==> src/rtl/flash_tx_buffer.sv <==
// Byte FIFO between the flash SPI read path and a UART transmitter.
// Registered occupancy flags and a small FSM that re-strobes tx_start if the UART never goes busy.
module flash_tx_buffer #(
  parameter int DEPTH_LOG2 = 4,
  parameter int DATA_W     = 8
) (
  input  logic                  clk,
  input  logic                  rst,
  input  logic [DATA_W-1:0]     mydata_i,
  input  logic                  myvalid_i,
  input  logic                  flush,
  input  logic                  clr_ovf,
  input  logic                  tx_ready,
  output logic [DATA_W-1:0]     tx_data,
  output logic                  tx_start,
  output logic [DEPTH_LOG2:0]   level,
  output logic                  empty,
  output logic                  full,
  output logic                  overflow,
  output logic [15:0]           tx_count
);

  localparam int DEPTH = 1 << DEPTH_LOG2;
  localparam int LVL_W = DEPTH_LOG2 + 1;

  typedef enum logic [1:0] {
    IDLE      = 2'd0,
    LOAD      = 2'd1,
    WAIT_BUSY = 2'd2,
    WAIT_DONE = 2'd3
  } state_t;

  state_t                  state_q, state_d;
  logic [DEPTH_LOG2-1:0]   wr_ptr_q, wr_ptr_d;
  logic [DEPTH_LOG2-1:0]   rd_ptr_q, rd_ptr_d;
  logic [LVL_W-1:0]        level_q, level_d;
  logic                    empty_q, empty_d;
  logic                    full_q, full_d;
  logic                    overflow_q, overflow_d;
  logic [15:0]             tx_count_q, tx_count_d;
  logic                    tx_start_q, tx_start_d;
  logic [DATA_W-1:0]       tx_data_q, tx_data_d;
  logic [1:0]              wb_cnt_q, wb_cnt_d;
  logic                    retx_q, retx_d;
  logic [DATA_W-1:0]       mem_q [DEPTH];
  logic                    pop_s;
  logic                    push_s;

  // A pop frees the head slot in the same cycle, so a write into a full FIFO is legal alongside it.
  assign pop_s  = (state_q == IDLE) && !empty_q && tx_ready && !flush;
  assign push_s = myvalid_i && (!full_q || pop_s) && !flush;

  always_ff @(posedge clk) begin
    if (rst) begin
      state_q    <= IDLE;
      wr_ptr_q   <= '0;
      rd_ptr_q   <= '0;
      level_q    <= '0;
      empty_q    <= 1'b1;
      full_q     <= 1'b0;
      overflow_q <= 1'b0;
      tx_count_q <= 16'd0;
      tx_start_q <= 1'b0;
      tx_data_q  <= '0;
      wb_cnt_q   <= 2'd0;
      retx_q     <= 1'b0;
    end else begin
      state_q    <= state_d;
      wr_ptr_q   <= wr_ptr_d;
      rd_ptr_q   <= rd_ptr_d;
      level_q    <= level_d;
      empty_q    <= empty_d;
      full_q     <= full_d;
      overflow_q <= overflow_d;
      tx_count_q <= tx_count_d;
      tx_start_q <= tx_start_d;
      tx_data_q  <= tx_data_d;
      wb_cnt_q   <= wb_cnt_d;
      retx_q     <= retx_d;
    end
  end

  // Storage carries no reset; contents are meaningless once the pointers are cleared.
  always_ff @(posedge clk) begin
    if (push_s && !rst) begin
      mem_q[wr_ptr_q] <= mydata_i;
    end
  end

  always_comb begin
    state_d = state_q;
    case (state_q)
      IDLE:      if (pop_s) state_d = LOAD;
      LOAD:      state_d = WAIT_BUSY;
      WAIT_BUSY: begin
        if (!tx_ready)              state_d = WAIT_DONE;
        else if (wb_cnt_q == 2'd3)  state_d = LOAD;
        else                        state_d = WAIT_BUSY;
      end
      WAIT_DONE: if (tx_ready) state_d = IDLE;
      default:   state_d = IDLE;
    endcase
    if (flush) begin
      state_d = IDLE;
    end
  end

  always_comb begin
    wr_ptr_d   = wr_ptr_q;
    rd_ptr_d   = rd_ptr_q;
    level_d    = level_q;
    overflow_d = overflow_q;
    tx_count_d = tx_count_q;
    tx_data_d  = tx_data_q;
    retx_d     = retx_q;
    wb_cnt_d   = 2'd0;
    tx_start_d = (state_q == LOAD) && !flush;

    if (push_s) wr_ptr_d = wr_ptr_q + DEPTH_LOG2'(1);
    if (pop_s) begin
      rd_ptr_d  = rd_ptr_q + DEPTH_LOG2'(1);
      tx_data_d = mem_q[rd_ptr_q];
    end
    if (push_s && !pop_s)      level_d = level_q + LVL_W'(1);
    else if (pop_s && !push_s) level_d = level_q - LVL_W'(1);
    else                       level_d = level_q;

    // A drop in the same cycle as clr_ovf keeps the flag set.
    if (myvalid_i && full_q && !pop_s && !flush) overflow_d = 1'b1;
    else if (clr_ovf)                            overflow_d = 1'b0;
    else                                         overflow_d = overflow_q;

    // Re-strobes from WAIT_BUSY resend the same byte and are not counted again.
    if (state_q == LOAD && !retx_q) tx_count_d = tx_count_q + 16'd1;
    if (state_q == IDLE)                                retx_d = 1'b0;
    else if (state_q == WAIT_BUSY && state_d == LOAD)   retx_d = 1'b1;
    else                                                retx_d = retx_q;
    if (state_q == WAIT_BUSY && tx_ready) wb_cnt_d = wb_cnt_q + 2'd1;

    if (flush) begin
      wr_ptr_d   = '0;
      rd_ptr_d   = '0;
      level_d    = '0;
      tx_count_d = 16'd0;
      retx_d     = 1'b0;
      wb_cnt_d   = 2'd0;
    end
    empty_d = (level_d == LVL_W'(0));
    full_d  = (level_d == LVL_W'(DEPTH));
  end

  assign tx_data  = tx_data_q;
  assign tx_start = tx_start_q;
  assign level    = level_q;
  assign empty    = empty_q;
  assign full     = full_q;
  assign overflow = overflow_q;
  assign tx_count = tx_count_q;

endmodule

==> config.mk <==
export PLATFORM = sky130hd
export DESIGN_NAME = flash_tx_buffer
export DESIGN_NICKNAME = d
export VERILOG_FILES = /design/src/rtl/flash_tx_buffer.sv
export SDC_FILE = /design/constraint.sdc
export NUM_CORES = 1
export LEC_CHECK = 0
export ABC_AREA = 0
export BUFFER_PORTS_ARGS = -buffer_cell sky130_fd_sc_hd__buf_2
export CAP_MARGIN = 20
export CORE_MARGIN = 2
export CORE_UTILIZATION = 44
export DETAILED_ROUTE_END_ITERATION = 8
export PLACE_DENSITY = 0.58
export RECOVER_POWER = 100
export SLEW_MARGIN = 10
export SYNTH_ARGS = -nofsm -noshare
export SYNTH_HDL_FRONTEND = slang
export SYNTH_SLANG_ARGS = --single-unit
export TNS_END_PERCENT = 10
==> constraint.sdc <==
create_clock -name clk -period 3.5 [get_ports clk]
set_clock_uncertainty 0.2 [all_clocks]
set_input_delay 0.35 -clock clk [delete_from_list [all_inputs] [get_ports clk]]
set_output_delay 0.35 -clock clk [all_outputs]
set_load 0.02 [all_outputs]
Word-level counts from Yosys, hierarchy flattened:

Memories as Yosys holds them, arrays and structs flattened. A register that Yosys moved wholly into a read port is not among the register bits.
Index checks and enable logic that the tools add are counted.

* bits in writable memories: 128
* register bits: 38
* memories: 1

* bitwise operators: 1
* reduce and logical (&&, ||, !) cells: 29
* equal/unequal tests: 6
* multiplexer cells: 13
* $add $sub $neg: 6

Memories
* mem_q: depth 16, width 8, read ports 1, clocked after memory_dff 1, write ports 1, RTL line 45 `logic [DATA_W-1:0] mem_q [DEPTH];`

Operators by type and width (count)
* adder 16 x 1 -> 16 bit (second input constant): 1
* logical AND 1 bit: 15
* 2-to-1 mux 5 bit: 3
* 2-to-1 mux 2 bit: 5
* adder 4 x 1 -> 4 bit (second input constant): 2
* one-hot mux 2 bit (4 select lines): 1
* zero test 1 bit: 7
* equality test 2 bit (second input constant): 3
* OR reduction 3 bit: 2
* adder 5 x 1 -> 5 bit (second input constant): 1
* equality test 5 bit (second input constant): 1
* zero test 5 bit: 1
* subtractor 5 x 1 -> 5 bit (second input constant): 1
* equality test 2 x 1 -> 1 bit (second input constant): 2
* 2-to-1 mux 1 bit: 4
* adder 2 x 1 -> 2 bit (second input constant): 1
* zero test 2 bit: 1
* nonzero test 2 bit: 1
* OR reduction 2 bit: 1
* logical OR 1 bit: 1
* NOT 1 bit: 1

Logic depth before layout (Yosys ltp):

* depth after elaboration: 13
* mapped depth: 8

Worst setup path after synthesis:

No wires, ideal clock.

* path type: flip-flop to flip-flop
* from: register state_q[1]
* to: memory mem_q[3][0], enable pin
* period minus slack after synthesis: 2.443 ns
* slack: 1.057 ns
* cell stages (with the launch flop): 7
* data arrival time: 1.873 ns
* required time: 2.930 ns
* path through: dfxtp_1 buf_6 or4b_4 buf_6 a21oi_4 nand2_1 nor2_1

* word-level cells in the longest chain between the ends: 10

Ends and longest elaborated chain
* start, declared: RTL line 33 `state_t state_q, state_d;`
* start signal, assigned: RTL line 68 `state_q <= state_d;`
* zero test 2 bit: RTL line 50 `assign pop_s = (state_q == IDLE) && !empty_q && tx_ready && !flush;`
* logical AND 1 bit (3 in a row): RTL line 50
* logical OR 1 bit: RTL line 51 `assign push_s = myvalid_i && (!full_q || pop_s) && !flush;`
* logical AND 1 bit (2 in a row): RTL line 51
* logical AND 1 bit: RTL line 85 `if (push_s && !rst) begin`
* 2-to-1 mux 1 bit: RTL line 85
* 2-to-1 mux 1 bit (not written as such): RTL line 86 `mem_q[wr_ptr_q] <= mydata_i;`
* end, declared: RTL line 45

Every way passes these cells.

Final worst setup path:

* from: register state_q[1]
* to: memory mem_q[1][3], enable pin

Same word-level chain as after synthesis.

==> impl_metrics.py <==
metrics = {
    "synthesis": {
        "seq_area_frac_synth": 0.688,
        "ys_ff_latch": 174,
        "synth_nets": 471,
        "avgSynthCellArea_um2": 15.5,
        "yosysWarnings": 0,
        "synthMostInstantiatedCell": "edfxtp_1",
        "synth_common_cells": "128 x edfxtp_1, 59 x nor2_1, 46 x dfxtp_1, 32 x mux4_2, 27 x a21oi_1",
        "async_reset_ff_frac": 0,
        "synthesis.area_um2": 6920,
        "synth_top_area_share": 0.555,
        "synth_enable_flop_cells": 128,
        "synth_cell_types": 43,
        "synth_flop_cell": "edfxtp_1",
        "synth.area.top_cells": "edfxtp_1 56%, dfxtp_1 13%, mux4_2 10%",
        "yosys.area.top_type": "edfxtp_1",
        "synth_cells": 448,
    },
    "clock_tree": {
        "path_clk_slew_ns": 0.07,
        "cts_buffer_depth": 2,
        "ctsResizeCount": 0,
        "cts_buffers": 17,
        "post-cts-setup-buffers": 0,
        "clock_latency_ns": 0.43,
        "htreeDepth": 4,
        "cts.sink_count": 174,
        "cts_tree": "yes",
        "cts_root_buf": "clkbuf_16",
    },
    "worst_setup_path": {
        "r2r-end": "mem_q[1][3]",
        "r2r_cells": 4,
        "worstSetupStartpointType": "flip-flop",
        "crit_fanout": 11,
        "crit_buf_inv": 0,
        "reg2reg_slack_ns": 0.51,
        "timing_worst_setup_path_type": "flip-flop to flip-flop",
        "r2r-start": "state_q[1]",
        "cp.required_ns": 3.36,
        "slowest_stage": "or4b_1",
        "path_cells": "or4b_1, a21oi_4, nand2_1, nor2_1",
        "worstSetupStartpoint": "state_q[1]",
        "cp-endpoint": "mem_q[1][3]",
        "crit_arrival_ns": 2.86,
        "cp_slowest_stage_delay_ns": 0.79,
        "path_delay_family": "simple AND/OR/NAND/NOR gates",
        "worst_setup_path_end_kind": "flip-flop",
        "cp.depth": 4,
    },
    "global_routing": {
        "grt_max_degree": 34,
        "antenna_found_initial": 0,
        "grt_pass1_vias": 3869,
        "grt_pass1_wl_um": 22700,
        "grt_overflow": 0,
        "groute.usage.overall": 0.190,
    },
    "sta": {
        "rsz0062_at_grt": "false",
        "fin_crit_ns": 2.99,
        "max_freq_mhz": 334,
        "finalHoldViolations": 0,
        "final.setup.tns_ns": 0,
        "drv_slew": 34,
        "max_slew_margin": -0.313,
        "setup_viol": 0,
        "finalCritPeriodShare": 0.855,
        "worst_pin_slew_ns": 1.97,
        "setup_ws_ns": 0.506,
    },
    "power_and_ir_drop": {
        "switching_power_mw": 0.874,
        "leakage_nw": 2.46,
        "vdd_drop_max_mv": 0.366,
        "power_frac_clock": 0.435,
        "p_sw_frac": 0.209,
        "internal_power_mw": 3.30,
        "total_power_mw": 4.18,
        "comb_power_share": 0.030,
        "p_seq_frac": 0.534,
        "powerDensity_nw_per_um2": 531,
    },
    "floorplan": {
        "core_area_um2": 15300,
        "die_w_um": 129,
        "initial_utilization": 0.452,
        "dieArea_um2": 16800,
        "fp-row-count": 45,
        "die_height_um": 129,
        "io-pin-count": 47,
    },
    "layout": {
        "drive_gt1_frac": 0.155,
        "synthToLayoutAreaGrowth_pct": 13.6,
        "finalCoreUtilization": 0.513,
        "finalNetCount": 520,
        "antenna_cells": 0,
    },
    "min_path": {
        "hold_path.class": "input pin to flip-flop",
    },
    "placement": {
        "dp_slack_ns": 0.670,
        "io_buffers": 46,
        "gp_congestion": 0.846,
        "dp.final_hpwl_um": 9860,
    },
    "detailed_routing": {
        "routed_via_density": 5.37,
        "vias": 3870,
        "postRouteAntennaNets": 0,
        "detail_route.wl_per_cell_um": 20.5,
        "initialDrtViolationCount": 377,
        "drt_pass1_iterations": 4,
        "drc": 0,
        "routed_wirelength_um": 14800,
    },
    "flow_run": {
        "maxCapViolations": 1,
    },
    "outcome": {
        "failed_checks": "max-capacitance violations, max-slew violations",
        "status": "finished, violations left",
    },
}
final cells by class:
class | instances | area (um2)
sequential | 174 | 4770
clock buffer | 22 | 474
timing repair buffer | 50 | 206
fill | 1313 | 7450
tap | 211 | 264
inverter | 7 | 26.3
multi-input combinational | 247 | 2020
clock inverter | 10 | 103
cells by family after synthesis:
kind of cell / share of synthesized area
adders and majority gates: 0.0163
AOI/OAI and AO/OA: 0.0544
muxes: 0.106
DFF: 0.688
xor gates and xnor gates: 0.0276
buffers and inverters: 0.0175
and+or+nand+nor: 0.0905
per-stage QoR:
stage / area (um2) / hold slack (ns) / instances
finish: 7860 / 0.0658 / 721
global route: 7860 / 0.0450 / 721
CTS: 7930 / 0.0529 / 721
detailed placement: 7350 / 0.212 / 688
global placement: 7350 / 0.205 / 688
floorplan: 6920 / 0.196 / 448
cell usage in the layout (no fill, tap or decap), types with 2 or more instances in the layout:
master      netlist  routed
or3_1             6       6
buf_2             4       4
and2_1            2       2
nand3_1           7       7
nor2_1           59      59
inv_6             0       3
ha_1              9       9
mux4_2           32      32
xor2_1           14      14
nand4_1           3       3
a21oi_1          27      27
clkinvlp_4        0       2
nor3_1            4       4
clkbuf_8          0       3
nand2b_1          4       4
clkinv_4          0       3
nor2b_1           3       3
nor3b_2           3       2
nand2_1          21      21
nor4_1            2       2
clkbuf_16         0      17
o21ai_0           7       8
dfxtp_1          46      45
buf_4             0       2
clkbuf_1         11      45
a22oi_1          16      16
and3_1            5       5
xnor2_1           6       6
edfxtp_1        128     128
inv_1             7       7
per-layer routing:
layer | vias up | wire (um) | global-route usage | share of wire
li1 | 1794 | - | - | -
met1 | 1954 | 6280 | 0.251 | 0.43
met2 | 109 | 7390 | 0.306 | 0.50
met3 | 13 | 833 | 0.0458 | 0.056
met4 | 0 | 241 | 0.0765 | 0.016
met5 | - | 0 | 0 | 0
worst register-to-register path, delay by kind of cell (launching register included):
family	cells	cell delay (ns)
simple gates	3	1.65
flops	1	0.40
compound gates	1	0.37
flip-flops by register name, indices dropped and copies added (netlist names):
name / count
wr_ptr_q: 4
level: 5
full: 1
state_q: 2
wb_cnt_q: 2
mem_q: 128
retx_q: 1
overflow: 1
tx_start: 1
tx_count: 16
tx_data: 8
empty: 1
rd_ptr_q: 4
worst min path at each step:
stage / start / to / slack, ns / depth (start not counted)
6_report: flush / level[1] / 0.07 / 2
5_1_grt: flush / level[1] / 0.04 / 2
4_1_cts: flush / level[1] / 0.05 / 2
3_5_place_dp: wb_cnt_q[0] / wb_cnt_q[0] / 0.21 / 1
3_3_place_gp: wb_cnt_q[0] / wb_cnt_q[0] / 0.20 / 1
2_1_floorplan: wb_cnt_q[0] / wb_cnt_q[0] / 0.20 / 1
power by group through the flow:
stage,registers (mW),clock network (mW),logic [mW]
2_1_floorplan,2.28,0,0.0687
3_3_place_gp,2.27,0,0.132
3_5_place_dp,2.27,0,0.134
4_1_cts,2.23,1.85,0.135
5_1_grt,2.23,1.95,0.140
6_report,2.23,1.82,0.127
what timing repair did:
item,in CTS,in global routing
hold endpoints to repair,1,0
hold buffers,1,0
setup endpoints to repair,0,0
Note: power is estimated with default switching activity, not from simulation.
